[src/rtl/fixed_moving_avg.sv]
// fixed_moving_avg: 2-stage valid/ready moving average over N=2**LOG2_N signed samples with round-half-up and saturation; ports clk, rst_n, clear, in_valid/in_ready/in_data, out_valid/out_ready/out_data/out_sat, fill
module fixed_moving_avg #(
  parameter int W = 16,
  parameter int LOG2_N = 2,
  parameter int OUT_W = 16,
  parameter int WARMUP = 1
) (
  input  logic                    clk,
  input  logic                    rst_n,
  input  logic                    clear,
  input  logic                    in_valid,
  output logic                    in_ready,
  input  logic signed [W-1:0]     in_data,
  output logic                    out_valid,
  input  logic                    out_ready,
  output logic signed [OUT_W-1:0] out_data,
  output logic                    out_sat,
  output logic [LOG2_N:0]         fill
);
  localparam int N = 2 ** LOG2_N;
  localparam int SW = W + LOG2_N;
  localparam int PW = LOG2_N > 0 ? LOG2_N : 1;
  localparam logic [LOG2_N:0] NF = (LOG2_N + 1)'(N);
  localparam logic signed [SW:0] RND = (SW + 1)'(N / 2);
  localparam logic signed [W:0] OMAX = {{(W - OUT_W + 2){1'b0}}, {(OUT_W - 1){1'b1}}};
  localparam logic signed [W:0] OMIN = ~OMAX;
  logic signed [W-1:0] mem [N];
  logic signed [SW-1:0] sum;
  logic [PW-1:0] wr_ptr;
  logic s1_valid, s1_emit, adv1, adv2, xfer, sat;
  logic signed [W-1:0] old;
  logic signed [SW:0] rs;
  logic signed [W:0] avg;
  logic signed [OUT_W-1:0] res;
  always_comb begin
    adv2 = ~out_valid | out_ready;
    adv1 = ~s1_valid | adv2;
    in_ready = adv1 & rst_n & ~clear;
    xfer = in_valid & in_ready;
    old = fill == NF ? mem[wr_ptr] : '0;
    rs = {sum[SW-1], sum} + RND;
    avg = (W + 1)'(rs >>> LOG2_N);
    sat = avg > OMAX || avg < OMIN;
    res = avg > OMAX ? OMAX[OUT_W-1:0] : avg < OMIN ? OMIN[OUT_W-1:0] : avg[OUT_W-1:0];
  end
  always_ff @(posedge clk)
    if (xfer) mem[wr_ptr] <= in_data;
  always_ff @(posedge clk) begin
    if (!rst_n || clear) begin
      sum <= '0;
      wr_ptr <= '0;
      fill <= '0;
      s1_valid <= 1'b0;
      s1_emit <= 1'b0;
      out_valid <= 1'b0;
      out_data <= '0;
      out_sat <= 1'b0;
    end else begin
      if (xfer) begin
        sum <= sum + SW'(in_data) - SW'(old);
        wr_ptr <= wr_ptr == PW'(N - 1) ? '0 : wr_ptr + 1'b1;
        fill <= fill == NF ? fill : fill + 1'b1;
        s1_emit <= WARMUP == 0 || fill >= NF - 1'b1;
        s1_valid <= 1'b1;
      end else if (adv2) s1_valid <= 1'b0;
      if (adv2) begin
        out_valid <= s1_valid & s1_emit;
        if (s1_valid) begin
          out_data <= res;
          out_sat <= sat;
        end
      end
    end
  end
endmodule

[config.mk]
export PLATFORM = sky130hd
export DESIGN_NAME = fixed_moving_avg
export DESIGN_NICKNAME = d
export VERILOG_FILES = /design/src/rtl/fixed_moving_avg.sv
export SDC_FILE = /design/constraint.sdc
export NUM_CORES = 1
export LEC_CHECK = 0
export ABC_AREA = 1
export CAP_MARGIN = 5
export CORE_UTILIZATION = 48
export DETAILED_ROUTE_END_ITERATION = 8
export GPL_TIMING_DRIVEN = 0
export PLACE_DENSITY = 0.7
export REMOVE_ABC_BUFFERS = 1
export SYNTH_ARGS = -nofsm -noshare
export SYNTH_HDL_FRONTEND = slang
export SYNTH_SLANG_ARGS = --single-unit
[constraint.sdc]
create_clock -name clk -period 3.2 [get_ports clk]
set_input_delay 0.96 -clock clk [delete_from_list [all_inputs] [get_ports clk]]
set_output_delay 0.96 -clock clk [all_outputs]
set_load 0.01 [all_outputs]
# ---- Word-level counts from Yosys, hierarchy flattened
# Memory sizes are Yosys's and may differ from the RTL's. A register that Yosys moved wholly into a read port is not among the register bits.
# Index checks and enable logic that the tools add are counted.
dict set report word_totals {
  ram_bits 64
  wordCells 45
  in_bits 21
  out_inout_bits 22
  mem_count 1
  ff_bits 43
}
dict set report classes {
  n_addsub 5
  n_reduce_logical 6
  magnitude_cmp 3
  n_eq_ne 2
  bitwise_logic 10
  mux 10
}
# memory words word_bits rd rd_clocked_by_memory_dff wr line
set memory_table {}
lappend memory_table {mem 4 16 1 1 1 27} ;# logic signed [W-1:0] mem [N];
# op count
set ops {}
lappend ops {{2-to-1 mux 16 bit} 3}
lappend ops {{adder 18 x 3 -> 19 bit, second input constant} 1}
lappend ops {{adder 18 x 16 -> 18 bit} 1}
lappend ops {{subtractor 18 x 16 -> 18 bit} 1}
lappend ops {{> comparator 17 x 16 -> 1 bit, second input constant} 1}
lappend ops {{less-than comparator 17 x 16 -> 1 bit, second input constant} 1}
lappend ops {{2-to-1 mux 2 bit} 3}
lappend ops {{bitwise AND 1 bit} 4}
lappend ops {{2-to-1 mux 1 bit} 4}
lappend ops {{inverter 1 bit} 4}
lappend ops {{AND reduction 2 bit} 2}
lappend ops {{adder 3 x 1 -> 3 bit, second input constant} 1}
lappend ops {{== test 3 bit, second input constant} 1}
lappend ops {{>= comparator 3 x 2 -> 1 bit, second input constant} 1}
lappend ops {{adder 2 x 1 -> 2 bit, second input constant} 1}
lappend ops {{== test 2 bit, second input constant} 1}
lappend ops {{logical OR 1 bit} 2}
lappend ops {{bitwise OR 1 bit} 2}
lappend ops {{nonzero test 2 bit} 1}
lappend ops {{zero test 1 bit} 1}

# ---- Longest topological paths before layout
# Gate-level depths: netlist of run 1.
dict set report logic_depth {
  ltp_word 8
  ltp_mapped 21
  ltp_nobuf 19
}

# ---- Worst setup path after synthesis of run 1
# Ideal clock, no wire load.
dict set report synth_timing {
  path_kind {reg-to-reg}
  start {reg (tool-made name)}
  end {reg sum[16]}
  path_slack_ns 0.200
  arrival_time_ns 2.891
  path_buffers 2
  path_stages_with_launch 17
  setup_ns 0.109
  path_cell_list {dfxtp_1 clkbuf_1 clkbuf_1 nor2_1 nor2_1 o21ai_0 a21oi_1 fa_1 fa_1 o21ai_0 nand2_1 nand2_1 nand2_1 nand3_1 nand3_1 nand2_1 inv_1}
}
# item line
set synth_lines {}
lappend synth_lines {{end signal, assigned} 60} ;# sum <= sum + SW'(in_data) - SW'(old);
lappend synth_lines {{end, declared} 28} ;# logic signed [SW-1:0] sum;

# ---- Worst setup path after layout of run 1
dict set report layout_timing {
  start {in rst_n}
  end {out in_ready}
}
dict set report layout_between {
  elab_chain_cells 2
}
# item line
set layout_rtl {}
lappend layout_rtl {{start, declared} 9} ;# input logic rst_n,
lappend layout_rtl {{bitwise AND 1 bit (2 in series)} 38} ;# in_ready = adv1 & rst_n & ~clear;
lappend layout_rtl {{end, declared} 12} ;# output logic in_ready,
# Every way passes these cells.

==> results by stage, run 1 <==
Outcome:
- The run finished with clean final reports.

STA:
- The number of pins with negative max-slew slack in the final report came to 0.
- For the pin with the worst max-slew slack, the measured transition is ~0.78 ns.
- The worst pin sits at a relative slew slack of between 40% and 50%.
- The maximum achievable frequency is 319 MHz.
- The clock period could shrink to approximately 3.1 ns.
- The final count of hold timing violations is 0.
- The summed negative setup slack over all endpoints is 0 ns.
- For the final database, setup skew stands at about 0.0095 ns.
- Setup violations remaining at the end of the flow were counted as 0.
- The portion of the clock cycle consumed by the worst path in the final layout is between 90% and 100%.

Logic synthesis:
- By area the synthesized netlist is led by sky130_fd_sc_hd__edfxtp_1, sky130_fd_sc_hd__dfxtp_1, sky130_fd_sc_hd__inv_1, sky130_fd_sc_hd__nor2_1, sky130_fd_sc_hd__nand2_1.
- In the synthesized netlist the dominant register cell turns out to be sky130_fd_sc_hd__edfxtp_1.
- The area of the mapped netlist is ~6200 µm².
- The synthesized design spends more area on one cell type than any other, namely sky130_fd_sc_hd__edfxtp_1.
- Summing the areas of all compound-gate instances in the mapped netlist gives roughly a tenth of the synthesized area.
- The synthesized design devotes to its leading area cell type 30.9% of total area.
- The main combinational cell family by area after synthesis is simple AND/OR/NAND/NOR gates.
- After synthesis, the share of cell area in mux cells is 0%.
- In this run, distinct cell masters in the synthesized netlist total 30.
- Synthesis produced between 700 and 800 cells.
- Of the total synthesized cell area, the portion taken by AND, OR, NAND and NOR gates is between 20% and 30%.
- The post-synthesis register bit count is roughly 110.
- After Yosys synthesis, full adders, half adders and majority gates account for a little over a tenth of the synthesized area.
- The Yosys warning count is 0.
- Of the total synthesized cell area, the portion taken by XOR and XNOR cells is between 2 and 3%.
- The synthesized design contains 64 enable-type register cells.
- The proportion of synthesized chip area in sequential cells is a little under half.
- After synthesis, the share of flip-flops with an asynchronous set or reset is 0%.
- Averaged over all synthesized cells, the footprint is a little over 8 µm².

Critical path:
- The largest individual stage delay along the critical path comes from the cell sky130_fd_sc_hd__clkdlybuf4s50_1.
- The length in cells of the worst reg-to-reg path is 16.
- Along the worst path, the maximum fanout reaches 3.
- The required arrival time at the worst endpoint is around 2.2 ns.
- Traced cell by cell, the critical path runs through clkdlybuf4s50_1 > inv_1 > nor2_4 > nand2_2 > inv_1 > dlygate4sd2_1.
- The sort of element at the end of the critical path is an output pin.
- Setup slack on the worst reg-to-reg path comes out at roughly 0.25 ns.
- The kind of critical path is in -> out.
- Counting buffers and inverters, the worst setup path is 6 cells deep.
- For this run, the slowest stage of the critical path takes about 0.45 ns.
- Counting both buffers and inverters, the worst setup path holds a total of 4.
- The data arrival time of the critical path is 2.18 ns.
- The endpoint identified for the worst register-to-register timing path is sum[16]$_SDFFE_PP0P_.
- The termination of the worst setup path is in_ready.
- STA classifies the critical path startpoint as an input pin.
- The startpoint of the most critical setup path is rst_n.
- Among cell families on the critical path, the largest total delay comes from buffers and inverters.
- In this design, the critical path's most frequently occurring cell is sky130_fd_sc_hd__inv_1.

Die:
- After floorplanning, the core was sized to cover between 10000 and 15000 µm².
- The die area is roughly 13000 µm².
- Once the floorplan was initialized, standard cells occupied between 40 and 50% of the core.
- The I/O pin count is 43.
- After floorplanning, the core was divided into 41 placement rows.
- The floorplan step set the die height to 116 µm.
- The die width is 116 µm.

Drt:
- The remaining antenna violation count is 0.
- For this run, design rule violations remaining after detail routing come to 0.
- The routed layout has around 5100 vias.
- The first detailed-routing pass ran for 4 iterations.
- Dividing the detail-routed wire length by the instance count gives approximately 15 µm.
- Using the TritonRoute via totals, the vias-per-cell ratio works out to around 5.0.
- For this block, the initial DRC count from the detailed router was about 390.
- For this block, the routed nets add up to around 15000 µm of wire.

Clocking:
- The total clock buffers created by CTS is 9.
- The clock slew at the register clock pins of the worst setup and hold paths is roughly 0.070 ns.
- The cell at the root of the clock tree is sky130_fd_sc_hd__clkbuf_16.
- The clock sink count is roughly 110.
- The clock latency reported for the late side of the worst-skew pair is about 0.36 ns.
- The largest buffer count on any clock path is 2.
- TritonCTS built the clock tree.
- The depth of the CTS H-tree is 3.

Hold path:
- The class of the tightest hold or removal check is reg -> reg.
- The worst hold path passes through 2 cells.

GRT:
- The number of global-route vias before repair came to about 4800.
- The total routing usage reported by global routing is a little under a quarter.
- After global routing the overflow that remains totals 0.
- Entering global routing, the biggest net connects 29 pins.
- The number of antenna violations at the first check in global routing was 0.
- The global-route wire length before repair is about 23000 µm.

Power and ir drop:
- In this run, the clock network consumes about a third of the power.
- The switching part of the total is between 20% and 30%.
- The reported leakage power is about 0.0033 µW.
- The post-route total power is between 3000 and 4000 µW.
- For this design the total switching power over the nets is a little under 1000 µW.
- The internal portion of total power is 2400 µW.
- The maximum vdd drop is approximately 0.33 mV.
- The sequential share of power is between 40% and 50%.
- Combinational logic burns between 20% and 30% of the power.
- Power spread over the standard cell area amounts to between 400 and 500 nW/µm².

Final layout:
- The number of antenna diodes in the final layout is 0.
- The final layout contains roughly 900 nets.
- Leaving out filler cells and counting taps, the final layout contains around 1000.
- The utilization after layout is between 60% and 70%.
- The synthesis-to-finish area growth is 21.8%.
- Cells with a size suffix above 1 make up between 10% and 20% of the layout.

Job:
- Across the run, the number of max-cap violations was 0.

Placed design:
- The HPWL after detailed placement is a little under 10000 µm.
- During placement, the flow inserted port buffers numbering 42.
- The congestion estimate from routability-driven global placement came to 0.878.
- The number of cells after detailed placement is 967.
-- state kept, by name (all words and copies together), names as in the netlist, named ones only --
| signal | count |
|---|---|
| sum | 18 |
| out_valid | 1 |
| s1_emit | 1 |
| wr_ptr | 2 |
| fill | 3 |
| out_sat | 1 |
| s1_valid | 1 |
| mem | 64 |
| out_data | 16 |
-- kinds of logic (layout without fill, tap and decap cells) --
logic type,after synthesis,count (layout)
buf+inv,164,228
flops,109,109
xor+xnor,21,21
simple gates,313,316
fa+ha+maj,44,44
compound gates,121,121
-- power by group through the flow --
stage                     Clock, µW  Sequential, µW  Combinational, µW
after global routing           1190            1550                826
after detailed placement          0            1580                606
after floorplan                   0            1580                436
final                          1120            1550                727
after CTS                      1130            1550                640
after global placement            0            1580                592
-- worst min-delay path, cell delays in order, from the launching register on --
cell                      delay [ns]
sky130_fd_sc_hd__dfxtp_1        0.31
sky130_fd_sc_hd__nand2_1        0.06
sky130_fd_sc_hd__a21oi_1        0.05
-- final cells by class --
class	instances	area, µm²
clock buffer	11	264
clock inverter	5	38.8
fill	1148	5040
inverter	143	544
multi-input combinational	502	2990
sequential	109	2830
tap	172	215
timing repair buffer	68	684
timing repair inverter	1	7.51
-- stage by stage --
step	setup slack, ns	hold WS, ns	instance area [µm²]
after floorplan	-0.465	0.435	6130
after global placement	-2.67	0.446	6770
after detailed placement	-1.70	0.458	6810
after CTS	-0.0217	0.467	7300
after global routing	-0.00575	0.492	7570
final	0.0645	0.472	7570
-- cells in the mapped netlist (all sizes together) (5+ instances only) --
cell type and instances:
a21oi 44, clkbuf 18, xor2 16, ha 27
nand2 119, edfxtp 64, o21ai 72, nor2 143
xnor2 5, fa 17, nand3 38, dfxtp 45
inv 142, nor3 5
-- layer usage --
layer,vias to the layer above,GRT usage [%],part of all wire [%]
li1,2566,-,-
met1,2358,29.6,45
met2,104,39.2,48
met3,26,3.92,4.5
met4,0,7.95,2.2
met5,-,0,0
-- worst min path at each step --
stage                              start                     end  slack, ns
floorplan            sum[0]$_SDFFE_PP0P_     sum[0]$_SDFFE_PP0P_       0.44
global placement     sum[0]$_SDFFE_PP0P_     sum[0]$_SDFFE_PP0P_       0.45
detailed placement   sum[0]$_SDFFE_PP0P_     sum[0]$_SDFFE_PP0P_       0.46
CTS                  sum[0]$_SDFFE_PP0P_     sum[0]$_SDFFE_PP0P_       0.47
global route         sum[0]$_SDFFE_PP0P_     sum[0]$_SDFFE_PP0P_       0.49
finish              s1_emit$_SDFFE_PP0P_  out_valid$_SDFFE_PP0N_       0.47
-- repair_timing --
action,4_1_cts,5_1_grt
setup endpoints to repair,90,35
resized for setup,23,45
hold buffers,0,0
pin swaps,4,8
buffers inserted,11,13
cloned,2,2
-- placed cells by master (no fill, tap or decap), types with 5 or more instances in the layout --
cell type,synthesis,routed
sky130_fd_sc_hd__inv_1,140,138
sky130_fd_sc_hd__nor2_2,6,13
sky130_fd_sc_hd__a21oi_1,44,33
sky130_fd_sc_hd__nand2_1,115,109
sky130_fd_sc_hd__ha_2,0,5
sky130_fd_sc_hd__xor2_1,16,16
sky130_fd_sc_hd__clkbuf_16,0,10
sky130_fd_sc_hd__a21oi_2,0,11
sky130_fd_sc_hd__nor3_1,5,5
sky130_fd_sc_hd__edfxtp_1,64,64
sky130_fd_sc_hd__ha_1,27,18
sky130_fd_sc_hd__dfxtp_1,45,43
sky130_fd_sc_hd__o21ai_0,72,68
sky130_fd_sc_hd__nor2_4,0,5
sky130_fd_sc_hd__nor2_1,137,127
sky130_fd_sc_hd__clkdlybuf4s50_1,0,28
sky130_fd_sc_hd__nand3_1,37,36
sky130_fd_sc_hd__nand2_2,2,8
sky130_fd_sc_hd__dlymetal6s2s_1,0,12
sky130_fd_sc_hd__xnor2_1,5,5
sky130_fd_sc_hd__fa_1,17,16
sky130_fd_sc_hd__buf_4,1,20
Note: power is estimated with default switching activity, not from simulation.
==> inputs of run 2 (changes only) <==
--- a/config.mk
+++ b/config.mk
@@ -11,7 +11,6 @@
 export DETAILED_ROUTE_END_ITERATION = 8
 export GPL_TIMING_DRIVEN = 0
 export PLACE_DENSITY = 0.7
-export REMOVE_ABC_BUFFERS = 1
 export SYNTH_ARGS = -nofsm -noshare
 export SYNTH_HDL_FRONTEND = slang
 export SYNTH_SLANG_ARGS = --single-unit
==> run 2 against run 1 <==
Effect of this change:
- die area did not move
- register-to-register slack got worse by 0.03 ns
- fmax rose by 2.8%
- clock skew rose by 0.0018 ns
- first-iteration DRC count fell by 23%
- final cell count fell by 0.49%
- largest cell class unchanged
==> results by stage, run 2 (synthesized netlist as in run 1, its figures left out) <==
GRT:
- The number of global-route vias before repair was 5106 (was 4810).
- The global-route wire length before repair is 25200 µm (was 23000 µm).
- The pin count of the biggest net entering global routing was 17 (was 29).
- The total routing usage reported by global routing is 25.5% (was 23.0%).
- The total congestion overflow after global routing is 0 (unchanged).
- The number of antenna violations at the first check in global routing is 0 (unchanged).

Critical path:
- The worst register-to-register path begins at fill[1]$_SDFFE_PP0P_.
- The cell repeated most along the worst path is sky130_fd_sc_hd__nand2_1 (was sky130_fd_sc_hd__inv_1).
- The data arrival time of the critical path came to 3.31 ns (was 2.18 ns).
- The sort of element at the end of the critical path is a register (was output pin).
- Cell-by-cell trace of the critical path: clkdlybuf4s50_1 > inv_1 > fa_1 > inv_1 > ha_4 > nand2_1 > nor2_1 > nand2_1 > nand2_2 > nand2_1 > nand3_1 > nand3_1 > nand2_1 > inv_1 (was clkdlybuf4s50_1 > inv_1 > nor2_4 > nand2_2 > inv_1 > dlygate4sd2_1).
- The critical path depth came to 14 (was 6).
- The sum of buffers and inverters on the critical path is 4 (unchanged).
- The kind of critical path is in -> reg (was in -> out).
- The capture instance of the worst register-to-register path is sum[17]$_SDFFE_PP0P_ (was sum[16]$_SDFFE_PP0P_).
- The dominant delay contributor by cell family on the critical path is adder cells (was buffers and inverters).
- The length in cells of the worst reg-to-reg path is 17 (was 16).
- The peak per-stage delay on the critical path was 0.54 ns (was 0.45 ns).
- The setup slack of the most critical reg-to-reg path is 0.22 ns (was 0.25 ns).
- The maximum fanout along the worst path is 5 (was 3).
- The highest-delay cell along the critical path is sky130_fd_sc_hd__clkdlybuf4s50_1 (unchanged).
- The type of element launching the critical path is an input pin (unchanged).
- The required arrival time at the worst endpoint is 3.46 ns (was 2.24 ns).

STA:
- The shortest period the worst path allows was 3.05 ns (was 3.14 ns).
- The final-report setup violation count came to 0 (unchanged).
- The summed negative setup slack over all endpoints is 0 ns (unchanged).
- The maximum achievable frequency was 328 MHz (was 319 MHz).
- The final count of hold timing violations is 0 (unchanged).
- The number of pins with negative max-slew slack in the final report is 0 (unchanged).
- The relative max-transition margin is 58.9% (was 48.0%).
- The post-route clock skew is 0.0114 ns (was 0.00955 ns).
- Setup repair after global routing left no endpoint under its margin.
- The portion of the clock cycle consumed by the worst path in the final layout is 95.3% (was 98.0%).
- The worst-margin pin slew is 0.617 ns (was 0.779 ns).

Final layout:
- The flip-flop count of the largest register, all copies and words added is 64 (unchanged).
- The synthesis-to-finish area growth is 20.7% (was 21.8%).
- The final standard cell count with taps included and fillers excluded is 1006 (was 1011).
- The utilization after layout was 59.5% (was 60.0%).
- The count of inserted antenna diode cells is 0 (unchanged).
- Registers with the most flip-flops: mem x64, sum x18, out_data x16 (unchanged).
- The final layout net count came to 894 (was 899).
- The commonest non-fill, non-tap cell in the layout is sky130_fd_sc_hd__inv_1 (unchanged).
- The filler cell count in the final layout was 1176 (was 1148).
- The top register by number of flip-flops was mem (unchanged).
- Commonest cells after routing, fill and taps aside: sky130_fd_sc_hd__inv_1, sky130_fd_sc_hd__nor2_1, sky130_fd_sc_hd__nand2_1 (unchanged).
- The fraction of final layout cells with drive strength greater than 1 was 10.2% (was 12.4%).
- The final instance area is 7500 µm² (was 7570 µm²).

Drt:
- The average via count per standard cell is 5.07 (was 5.00).
- The average routed wire per standard cell is 15.6 µm (was 14.7 µm).
- The count of vias placed by the detailed router is 5096 (was 5054).
- The number of remaining DRC errors is 0 (unchanged).
- The wire length after detailed routing is 15700 µm (was 14900 µm).
- The remaining antenna violation count is 0 (unchanged).
- The initial DRC count is 300 (was 388).
- The number of optimization iterations in the first detailed-route pass came to 5 (was 4).

Power and ir drop:
- The internal portion of total power is 2480 µW (was 2400 µW).
- The clock power share is 34.0% (was 33.0%).
- The switching part of the total is 28.6% (was 29.2%).
- The switching power was 995 µW (was 989 µW).
- The total power divided by cell area is 463 nW/µm² (was 448 nW/µm²).
- The sequential share of power is 44.4% (was 45.6%).
- The part of the power in combinational logic is 21.6% (was 21.4%).
- The reported leakage power came to 0.00330 µW (about the same).
- The maximum vdd drop was 0.337 mV (was 0.327 mV).
- The post-route total power was 3480 µW (was 3390 µW).

Die:
- The I/O pin count is 43 (unchanged).
- The die width is 116 µm (unchanged).
- The die area is 13400 µm² (unchanged).
- The standard-cell row count is 41 (unchanged).
- The initial cell density of the core is 49.3% (unchanged).
- The placeable core area came to 12600 µm² (unchanged).
- The height of the die is 116 µm (unchanged).

Placed design:
- The number of input and output port buffers inserted was 42 (unchanged).
- The HPWL after detailed placement came to 11900 µm (was 9650 µm).
- The global placer's final weighted congestion is 0.873 (was 0.878).
- The cell area after placement is 6930 µm² (was 6810 µm²).
- The number of cells after detailed placement is 990 (was 967).

Hold path:
- The startpoint of the tightest hold check path is sum[0]$_SDFFE_PP0P_ (was s1_emit$_SDFFE_PP0P_).
- The class of the tightest hold or removal check is reg -> reg (unchanged).
- The endpoint with the worst hold slack is sum[0]$_SDFFE_PP0P_ (was out_valid$_SDFFE_PP0N_).
- The number of stages on the worst hold path was 2 (unchanged).

Clocking:
- The clock sink count came to 109 (unchanged).
- The clock tree from TritonCTS is built (unchanged).
- The largest buffer count on any clock path was 2 (unchanged).
- The clock latency reported for the late side of the worst-skew pair is 0.36 ns (about the same).
- The total clock buffers created by CTS is 9 (unchanged).
- The clock slew at the register clock pins of the worst setup and hold paths is 0.07 ns (about the same).
- The depth of the CTS H-tree is 3 (unchanged).
- The cell at the root of the clock tree is sky130_fd_sc_hd__clkbuf_16 (unchanged).

Job:
- The number of max-cap violations is 0 (unchanged).

Outcome:
- Outcome: finished, final reports clean (unchanged).

Logic synthesis:
- When the netlist entered floorplanning its net count stood at approximately 840.
run 2: cell count changes in the layout (fill, tap and decap cells not counted), sizes merged, moves of 2 or more:
cell	change
dlymetal6s2s	+2
clkinvlp	-3
buf	-13
clkbuf	+15
nor2	-2
run 2: power groups by stage:
stage,Sequential [µW],Clock (µW),Combinational (µW)
2_1_floorplan,1570,0,448
3_3_place_gp,1570,0,644
3_5_place_dp,1570,0,655
4_1_cts,1540,1200,681
5_1_grt,1550,1250,843
6_report,1550,1180,751
run 2: final cells by class:
class                   count  area, µm²  share of cell area (%)
clock buffers              14        297                    3.95
multi-input cells         499       2970                    39.5
repair buffers             47        522                    6.95
inverters                 143        537                    7.15
plain buffers              20        115                    1.53
flip-flops and latches    109       2830                    37.6
well taps                 172        215                    2.87
clock inverters             2       26.3                   0.350
run 2: worst max-delay path by stage:
stage,start,end,slack [ns]
2_1_floorplan,register,sum[16]$_SDFFE_PP0P_,0.20
3_3_place_gp,rst_n,mem[0][9]$_DFFE_PP_,-0.83
3_5_place_dp,in_data[1],sum[16]$_SDFFE_PP0P_,-0.71
4_1_cts,in_data[1],sum[16]$_SDFFE_PP0P_,0.004
5_1_grt,register,sum[15]$_SDFFE_PP0P_,0.008
6_report,in_data[6],sum[16]$_SDFFE_PP0P_,0.15
run 2: worst min-delay path: stages, from the launching register on:
cell and delay, ns:
sky130_fd_sc_hd__dfxtp_1 0.30, sky130_fd_sc_hd__inv_1 0.06, sky130_fd_sc_hd__a21oi_1 0.06
run 2: routing by layer:
| layer | vias to the layer above | GRT usage, % | part of all wire, % |
|---|---|---|---|
| met1 | 2442 | 32.1 | 46 |
| li1 | 2553 | - | - |
| met4 | 0 | 9.15 | 1.5 |
| met5 | - | 0 | 0 |
| met2 | 83 | 44.7 | 50 |
| met3 | 18 | 3.40 | 3.0 |
run 2: stage by stage:
step	setup slack [ns]	hold WS [ns]
after floorplan	0.200	0.435
after global placement	-0.828	0.448
after detailed placement	-0.711	0.455
after CTS	0.00390	0.465
after global routing	0.00818	0.500
final	0.150	0.463
run 2: timing repair:
action	in CTS	in global routing
hold buffers	0	0
endpoints found under the hold margin	0	0
gates cloned	0	0
pin swaps	0	11
setup buffers	0	1
setup endpoints to repair	15	12
resized for setup	26	68
